## src/rtl/team_06_i2s_pkg.sv

```systemverilog
// Shared types, default constants and slot-mapping helpers for the I2S transmitter.
package team_06_i2s_pkg;

    typedef enum logic {IDLE = 1'b0, RUN = 1'b1} i2s_state_t;

    localparam int I2S_SAMPLE_W = 8;
    localparam int I2S_SLOT_W   = 16;
    localparam int I2S_BCLK_DIV = 4;

    // Widest frame the helpers accept; callers zero-extend into this.
    localparam int SLOT_MAX_W   = 32;

    // Left-justified, zero-padded slot mapping: slot bit k of a sample_w-wide frame.
    function automatic logic slot_bit(input logic [SLOT_MAX_W-1:0] frame,
                                      input int                    k,
                                      input int                    sample_w);
        logic [4:0] idx;
        idx = 5'(sample_w - 1 - k);
        if (k < sample_w) return frame[idx];
        return 1'b0;
    endfunction

    // WS leads the slot MSB by one BCLK.
    function automatic logic ws_bit(input int b, input int slot_w);
        return (b >= slot_w - 1) && (b <= 2 * slot_w - 2);
    endfunction

endpackage

```

## src/rtl/team_06_i2s_bclk_gen.sv

```systemverilog
// BCLK divider: toggles i2s_bclk every BCLK_DIV spiclk cycles while enabled and
// flags the cycle on which each edge is produced.
module team_06_i2s_bclk_gen #(
    parameter int BCLK_DIV = 4
) (
    input  logic spiclk,
    input  logic rst,
    input  logic en,
    output logic i2s_bclk,
    output logic fall_evt,
    output logic rise_evt
);

    localparam int DW = (BCLK_DIV > 1) ? $clog2(BCLK_DIV) : 1;

    logic [DW-1:0] div_cnt;
    logic          wrap;

    assign wrap     = en && (div_cnt == DW'(BCLK_DIV - 1));
    assign fall_evt = wrap && i2s_bclk;
    assign rise_evt = wrap && !i2s_bclk;

    always_ff @(posedge spiclk or posedge rst) begin
        if (rst) begin
            div_cnt  <= '0;
            i2s_bclk <= 1'b0;
        end else if (!en) begin
            div_cnt  <= '0;
            i2s_bclk <= 1'b0;
        end else if (wrap) begin
            div_cnt  <= '0;
            i2s_bclk <= ~i2s_bclk;
        end else begin
            div_cnt  <= div_cnt + 1'b1;
        end
    end

endmodule

```

## src/rtl/team_06_i2s_tx.sv

```systemverilog
// Mono I2S transmitter: each captured ADC sample fills both slots of a Philips frame.
// Optional macro TEAM_06_I2S_SIGNED_CONV_EN: offset-binary to two's-complement at capture.
module team_06_i2s_tx
    import team_06_i2s_pkg::*;
#(
    parameter int SAMPLE_W = I2S_SAMPLE_W,
    parameter int SLOT_W   = I2S_SLOT_W,
    parameter int BCLK_DIV = I2S_BCLK_DIV
) (
    input  logic                spiclk,
    input  logic                rst,
    input  logic [SAMPLE_W-1:0] sample_in,
    input  logic                sample_valid,
    output logic                i2s_bclk,
    output logic                i2s_ws,
    output logic                i2s_sd,
    output logic                overrun,
    output logic                underrun,
    output logic                busy
);

    localparam int FRAME_BITS = 2 * SLOT_W;
    localparam int BW         = $clog2(FRAME_BITS);

    i2s_state_t          state_q, state_d;
    logic [BW-1:0]       bit_cnt, bit_nxt;
    logic [SAMPLE_W-1:0] frame_reg, hold_reg, frame_nxt, sample_cv;
    logic                hold_full;
    logic                fall_evt, rise_evt;
    logic                load;
    logic                ws_nxt, sd_nxt, sd_first;

`ifdef TEAM_06_I2S_SIGNED_CONV_EN
    assign sample_cv = {~sample_in[SAMPLE_W-1], sample_in[SAMPLE_W-2:0]};
`else
    assign sample_cv = sample_in;
`endif

    team_06_i2s_bclk_gen #(.BCLK_DIV(BCLK_DIV)) u_bclk (
        .spiclk   (spiclk),
        .rst      (rst),
        .en       (state_q == RUN),
        .i2s_bclk (i2s_bclk),
        .fall_evt (fall_evt),
        .rise_evt (rise_evt)
    );

    assign bit_nxt = (bit_cnt == BW'(FRAME_BITS - 1)) ? '0 : bit_cnt + 1'b1;
    assign load    = fall_evt && (bit_cnt == BW'(FRAME_BITS - 1));

    // A sample arriving on the load cycle goes straight into the frame.
    always_comb begin
        frame_nxt = frame_reg;
        if (load) begin
            if (sample_valid)   frame_nxt = sample_cv;
            else if (hold_full) frame_nxt = hold_reg;
        end
    end

    always_comb begin
        int k;
        k        = int'(bit_nxt) % SLOT_W;
        ws_nxt   = ws_bit(int'(bit_nxt), SLOT_W);
        sd_nxt   = slot_bit(SLOT_MAX_W'(frame_nxt), k, SAMPLE_W);
        sd_first = slot_bit(SLOT_MAX_W'(sample_cv), 0, SAMPLE_W);
    end

    always_comb begin
        state_d = state_q;
        busy    = (state_q == RUN);
        case (state_q)
            IDLE:    if (sample_valid) state_d = RUN;
            RUN:     state_d = RUN;
            default: state_d = IDLE;
        endcase
    end

    always_ff @(posedge spiclk or posedge rst) begin
        if (rst) begin
            state_q   <= IDLE;
            bit_cnt   <= '0;
            frame_reg <= '0;
            hold_reg  <= '0;
            hold_full <= 1'b0;
            i2s_ws    <= 1'b0;
            i2s_sd    <= 1'b0;
            overrun   <= 1'b0;
            underrun  <= 1'b0;
        end else begin
            state_q <= state_d;
            if (state_q == IDLE) begin
                if (sample_valid) begin
                    frame_reg <= sample_cv;
                    bit_cnt   <= '0;
                    i2s_ws    <= 1'b0;
                    i2s_sd    <= sd_first;
                end
            end else begin
                if (fall_evt) begin
                    bit_cnt   <= bit_nxt;
                    frame_reg <= frame_nxt;
                    i2s_ws    <= ws_nxt;
                    i2s_sd    <= sd_nxt;
                    if (load && !sample_valid && !hold_full) underrun <= 1'b1;
                end
                if (load) begin
                    hold_full <= 1'b0;
                end else if (sample_valid) begin
                    hold_reg  <= sample_cv;
                    hold_full <= 1'b1;
                    if (hold_full) overrun <= 1'b1;
                end
            end
        end
    end

    // BCLK edges never coincide and only occur while streaming.
    a_evt_run: assert property (@(posedge spiclk) disable iff (rst)
        (rise_evt || fall_evt) |-> (state_q == RUN && !(rise_evt && fall_evt)));

endmodule

```

## config.mk

```make
export PLATFORM = sky130hd
export DESIGN_NAME = team_06_i2s_tx
export DESIGN_NICKNAME = d
export VERILOG_FILES = /design/src/rtl/team_06_i2s_pkg.sv /design/src/rtl/team_06_i2s_bclk_gen.sv /design/src/rtl/team_06_i2s_tx.sv
export SDC_FILE = /design/constraint.sdc
export NUM_CORES = 1
export LEC_CHECK = 0
export CAP_MARGIN = 0
export CORE_UTILIZATION = 63
export CTS_BUF_LIST = sky130_fd_sc_hd__clkbuf_4 sky130_fd_sc_hd__clkbuf_8
export CTS_CLUSTER_DIAMETER = 150
export CTS_CLUSTER_SIZE = 8
export DETAILED_ROUTE_END_ITERATION = 8
export PLACE_DENSITY_LB_ADDON = 0.15
export SLEW_MARGIN = 20
export SYNTH_ARGS = -nofsm -noshare
export SYNTH_HDL_FRONTEND = slang
export SYNTH_SLANG_ARGS = --single-unit
```

## constraint.sdc

```tcl
create_clock -name spiclk -period 6.5 [get_ports spiclk]
set_input_delay 1.625 -clock spiclk [delete_from_list [all_inputs] [get_ports spiclk]]
set_output_delay 1.625 -clock spiclk [all_outputs]
set_load 0.005 [all_outputs]
```

Word-level counts from Yosys, hierarchy flattened
Cells that the tools add are included.
{ "totals": {"ff_bits": 30, "inputBits": 11, "out_inout_bits": 6, "elab_cells": 69} }
{ "classes": {"n_addsub": 3, "magnitude_cmp": 4, "eq_ne": 4, "muxes": 29, "n_bitwise": 3, "reduce_logical": 15} }
{ "ops": {"columns": ["operator", "n"], "rows": [
  ["8-bit 2-to-1 mux", 6],
  ["5-bit 2-to-1 mux", 4],
  ["1-bit 2-to-1 mux", 15],
  ["1-bit logical AND", 6],
  ["5-bit by 6-bit less-than comparator with 1-bit output (second input constant)", 1],
  ["3-bit AND reduction", 2],
  ["5-bit by 1-bit adder with 5-bit output (second input constant)", 1],
  ["1-bit binary-select mux with 5-bit select", 1],
  ["5-bit equality test (second input constant)", 1],
  ["5-bit by 4-bit greater-or-equal comparator with 1-bit output (second input constant)", 1],
  ["5-bit less-or-equal comparator (second input constant)", 1],
  ["3-bit by 4-bit subtractor with 5-bit output (first input constant)", 1],
  ["4-bit less-than comparator (second input constant)", 1],
  ["2-bit 2-to-1 mux", 2],
  ["2-bit by 1-bit != test with 1-bit output (second input constant)", 2],
  ["2-bit AND reduction", 2],
  ["4-bit AND reduction", 1],
  ["2-bit nonzero test", 2],
  ["1-bit inverter", 3],
  ["2-bit by 1-bit adder with 2-bit output (second input constant)", 1],
  ["2-bit equality test (second input constant)", 1],
  ["1-bit zero test", 2],
  ["1-bit one-hot mux with 2 select lines", 1]
]} }

Depth between registers and ports, before layout
{ "depth": {"depth_word": 11, "ltp_mapped": 10, "depth_no_buf": 8} }

Modules after synthesis
Synthesis repeated with hierarchy kept, for this count alone.
{ "hier_totals": {"cells_unflattened": 167, "hier_area_um2": 1614.0} }
{ "by_module_without_submodules": {"columns": ["mod", "n_inst", "cells_each", "area_per_inst_um2", "seq_area_each_um2"], "rows": [
  ["team_06_i2s_tx", 1, 155, 1475.2, 675.6],
  ["team_06_i2s_bclk_gen", 1, 12, 138.9, 75.1]
]} }

Worst setup path before layout
Ideal clock, no wire load.
{ "synth_path": {"kind": "in2reg", "from": "in sample_valid", "to": "reg i2s_sd", "setup_ns": 0.132, "t_arrival_ns": 2.604, "t_required_ns": 6.368, "path_slack_ns": 3.763, "stages": 6, "path_buffers": 1, "path_cell_list": "buf_2 > nor2b_1 > a32o_1 > a2111oi_2 > nand4bb_1 > o21ai_1"} }
{ "synth_via": {"elab_chain_cells": 8, "elab_cells_between_ends": 10, "cone_classes": "8 x mux; 2 x reduce/logical"} }
{ "synth_rtl": {"columns": ["element", "line", "rtl"], "rows": [
  ["from (decl)", "team_06_i2s_tx.sv:13", "input logic sample_valid,"],
  ["8-bit 2-to-1 mux", "team_06_i2s_tx.sv:55", "if (sample_valid) frame_nxt = sample_cv;"],
  ["8-bit 2-to-1 mux", "team_06_i2s_tx.sv:54", "if (load) begin"],
  ["1-bit binary-select mux with 5-bit select", "team_06_i2s_pkg.sv:19", "if (k < sample_w) return frame[idx];"],
  ["1-bit 2-to-1 mux (not written as such)", "team_06_i2s_pkg.sv:19", null],
  ["1-bit 2-to-1 mux", "team_06_i2s_pkg.sv:19", null],
  ["1-bit 2-to-1 mux", "team_06_i2s_pkg.sv:20", "return 1'b0;"],
  ["1-bit 2-to-1 mux", "team_06_i2s_tx.sv:99", "if (fall_evt) begin"],
  ["1-bit 2-to-1 mux", "team_06_i2s_tx.sv:91", "if (state_q == IDLE) begin"],
  ["to (signal assigned)", "team_06_i2s_tx.sv:96", "i2s_sd <= sd_first;"],
  ["to (signal assigned)", "team_06_i2s_tx.sv:103", "i2s_sd <= sd_nxt;"],
  ["to (decl)", "team_06_i2s_tx.sv:16", "output logic i2s_sd,"]
]} }
Parallel ways exist; a longest one is shown, timed or not. The select of a mux whose other input is x is not followed.
A chain may end at the register's enable or synchronous reset.

Worst setup path in the final report
{ "layout_path": {"from": "reg state_q (netlist: busy)", "to": "out busy"} }
{ "layout_rtl": {"columns": ["element", "line", "rtl"], "rows": [
  ["from (decl)", "team_06_i2s_tx.sv:25", "i2s_state_t state_q, state_d;"],
  ["from (signal assigned)", "team_06_i2s_tx.sv:90", "state_q <= state_d;"],
  ["to (decl)", "team_06_i2s_tx.sv:19", "output logic busy"]
]} }
No word-level cell between the ends.

==> out/qor.tcl <==
set qor(power.share.switching_pct) 36.8
set qor(area_growth_syn_to_layout_pct) 10.2
set qor(min_path_type) {reg2reg}
set qor(largest_driver_fanout_on_the_critical_path) 29
set qor(p_switching_mw) 0.265
set qor(cells_after_dpl) 215
set qor(dominantRegCellSynth) {dfrtp_1}
set qor(synth_cell_types) 48
set qor(drt_iter0_markers) 50
set qor(fraction_of_layout_instances_using_a_drive_strength_above_1_pct) 9.33
set qor(first_global_vias) 1347
set qor(via_count) 1445
set qor(rrSetupSlack_ns) 3.77
set qor(drc) 0
set qor(antenna-diode-count) 0
set qor(core_region_area_mm2) 0.00254
set qor(timing.critical_path.cells) {clkdlybuf4s50_1}
set qor(netlist_top_cells_area) {dfrtp_1 43%, o21ai_0 3.7%, buf_6 3.2%}
set qor(critical-path-top-delay-family) {flip-flops}
set qor(grt_start_max_net_pins) 31
set qor(whs_ns) 0.445
set qor(fin_nets) 207
set qor(worstSetupStartpointType) {flop}
set qor(cts.reportedPaths.clkPinSlew_ns) 0.10
set qor(report.final.slew_viol_count) 0
set qor(final_cell_count_no_fill) 223
set qor(grt_first_pass_wirelength_um) 5900
set qor(power_leakage_nw) 0.841
set qor(avgViaCountPerCell) 6.48
set qor(hpwlAfterDp_um) 2550
set qor(vdd_drop_max_mv) 0.277
set qor(cts.repair.resized) 0
set qor(p_per_area_mw_per_mm2) 376
set qor(crit_type) {reg2out}
set qor(grtUsageTotal_pct) 28.6
set qor(floorplan.die.height_um) 54.5
set qor(synth_area_leader_cell) {dfrtp_1}
set qor(cts-root-to-sink-buffers) 2
set qor(max_capacitance_violation_total) 0
set qor(final_core_util_pct) 75.2
set qor(finalClockSkew_ns) 0.00904
set qor(clock_sinks) 30
set qor(global_route.overflow_total) 0
set qor(fmaxAchievable_mhz) 284
set qor(cpMaxStageDelayCell) {dfrtp_1}
set qor(cp_slowest_stage_delay_ns) 0.91
set qor(drt_first_pass_iters) 4
set qor(crit_arrival_ns) 1.89
set qor(report.final.setup_viol) 0
set qor(floorplan.die_area_mm2) 0.00297
set qor(cts_hold_buffers) 0
set qor(placer_congestion_estimate) 0.868
set qor(power_frac_seq_pct) 40.2
set qor(numCtsBuffers) 5
set qor(synth.avg_cell_area_um2) 9.44
set qor(synthCells) 184
set qor(post_cts_repair_timing_setup_buffer_count) 0
set qor(totalPowerFinal_mw) 0.719
set qor(yosysSeqAreaShare_pct) 43.2
set qor(edff_count_synth) 0
set qor(internal_power_mw) 0.454
set qor(power.clock.fraction_pct) 20.6
set qor(post_drt_wl_per_cell_um) 16.5
set qor(unrepaired_setup_endpoints_after_global_routing) {no}
set qor(rows) 18
set qor(postSynthNetCount) 199
set qor(worst_slew_margin_rel_pct) 42.9
set qor(synthDominantCellAreaShare_pct) 43.2
set qor(p_comb_share_pct) 39.2
set qor(synthTopCellsByCount) {30 x dfrtp_1, 13 x nor2_1, 13 x o21ai_0, 11 x nand2_1, 10 x nand3_1}
set qor(proportion_of_register_bits_with_asynchronous_set_or_reset_after_synthesis_pct) 100
set qor(worstSetupEndpointType) {primary output}
set qor(count_of_final_hold_check_violations) 0
set qor(top_level_ports) 17
set qor(synthesis.yosys.warnings) 0
set qor(dieWidth_um) 54.5
set qor(drt_wl_total_um) 3690
set qor(worst-slew-pin-transition_ns) 0.856
set qor(htreeDepth) 2
set qor(post-synth-top-count-cell) {dfrtp_1}
set qor(fin_tns_setup_ns) 0
set qor(grt_antenna_before_repair) 0
set qor(start_util_pct) 68.2
set qor(cts_tree) {yes}
set qor(drt.antenna.violating_nets) 0
set qor(finalCritPeriodShare_pct) 54.1
set qor(clock_latency_ns) 0.33
set qor(run_status) {finished clean}
set qor(syn_area_mm2) 0.00174
set qor(synth.ff_latch_count) 30
set qor(worstPathRequired_ns) 4.88
set qor(cp.buffers_inverters) 1
set qor(min_period_ns) 3.52
set qor(port_buffers) 16
set qor(cts_root_buffer) {clkbuf_4}
## cell usage in the layout, fill, tap and decap left out, types with 2 or more instances in the layout
master,n
and2_1,2
nand2_1,11
nand3_1,10
nor2b_1,3
dfrtp_1,30
o21ai_1,5
o211ai_1,2
nor2_1,13
inv_1,8
nor3b_1,3
o21ai_0,13
a21oi_1,6
ha_1,4
mux2i_1,2
o21a_1,2
and3_1,4
o21bai_1,2
a31oi_1,5
a211oi_1,6
clkdlybuf4s50_1,16
clkbuf_4,5
clkinv_2,2
nand4_1,3
o22ai_1,3
a21o_1,6
mux2_2,4
## metal layers
metal / global-route usage [%] / share of wire (%)
met5: 0 / 0
met4: 11.1 / 1.2
met3: 8.33 / 7.2
met2: 45.7 / 49
met1: 36.2 / 43
## final cells by class
class	instances	area [µm²]
inverter	9	33.8
clock buffer	5	37.5
sequential	30	751
fill	184	632
timing repair buffer	16	160
clock inverter	3	40.0
multi-input combinational	130	853
tap	30	37.5
## kinds of logic (layout without fill, tap and decap cells)
logic type / count (synthesis) / in the layout / synth area share, %
AO/OA/AOI/OAI: 57 / 57 / 21.6
AND/OR/NAND/NOR: 59 / 59 / 18.4
multiplexers: 8 / 8 / 5.26
adder cells (fa/ha/maj): 4 / 4 / 2.88
buffers and inverters: 24 / 33 / 7.64
XOR/XNOR: 2 / 2 / 1.01
flip-flops: 30 / 30 / 43.2
## metrics by stage
| stage | area, µm² | setup slack (ns) |
|---|---|---|
| after global routing | 1910 | 2.88 |
| final | 1910 | 2.98 |
| after detailed placement | 1840 | 2.83 |
| after global placement | 1840 | 2.85 |
| after floorplan | 1740 | 3.76 |
| after CTS | 1910 | 2.99 |
## worst reg2reg max path: cells and delay by family (launching register included)
family	cells	cell delay (ns)
adders and majority gates	2	0.69
DFF	1	0.48
and+or+nand+nor	2	0.51
AOI/OAI and AO/OA	4	0.93
## power groups by stage
| stage | clock network, mW | registers (mW) | logic, mW |
|---|---|---|---|
| 3_3_place_gp | 0 | 0.287 | 0.260 |
| 6_report | 0.148 | 0.289 | 0.282 |
| 4_1_cts | 0.148 | 0.288 | 0.280 |
| 2_1_floorplan | 0 | 0.278 | 0.211 |
| 5_1_grt | 0.156 | 0.296 | 0.312 |
| 3_5_place_dp | 0 | 0.291 | 0.275 |
## worst paths after layout
kind	startpoint	cells after the start	to
hold / removal	u_bclk.div_cnt[0]$_DFF_PP0_	1	u_bclk.div_cnt[0]$_DFF_PP0_
setup reg to reg	bit_cnt[0]$_DFFE_PP0P_	8	i2s_sd$_DFFE_PP0P_
min in group asynchronous	rst	2	hold_reg[7]$_DFFE_PP0P_
max in group asynchronous	rst	2	u_bclk.i2s_bclk$_DFFE_PP0P_
setup / recovery	busy$_DFF_PP0_	1	busy
hold reg to reg	u_bclk.div_cnt[0]$_DFF_PP0_	1	u_bclk.div_cnt[0]$_DFF_PP0_
Power figures use the tool's default switching activity.
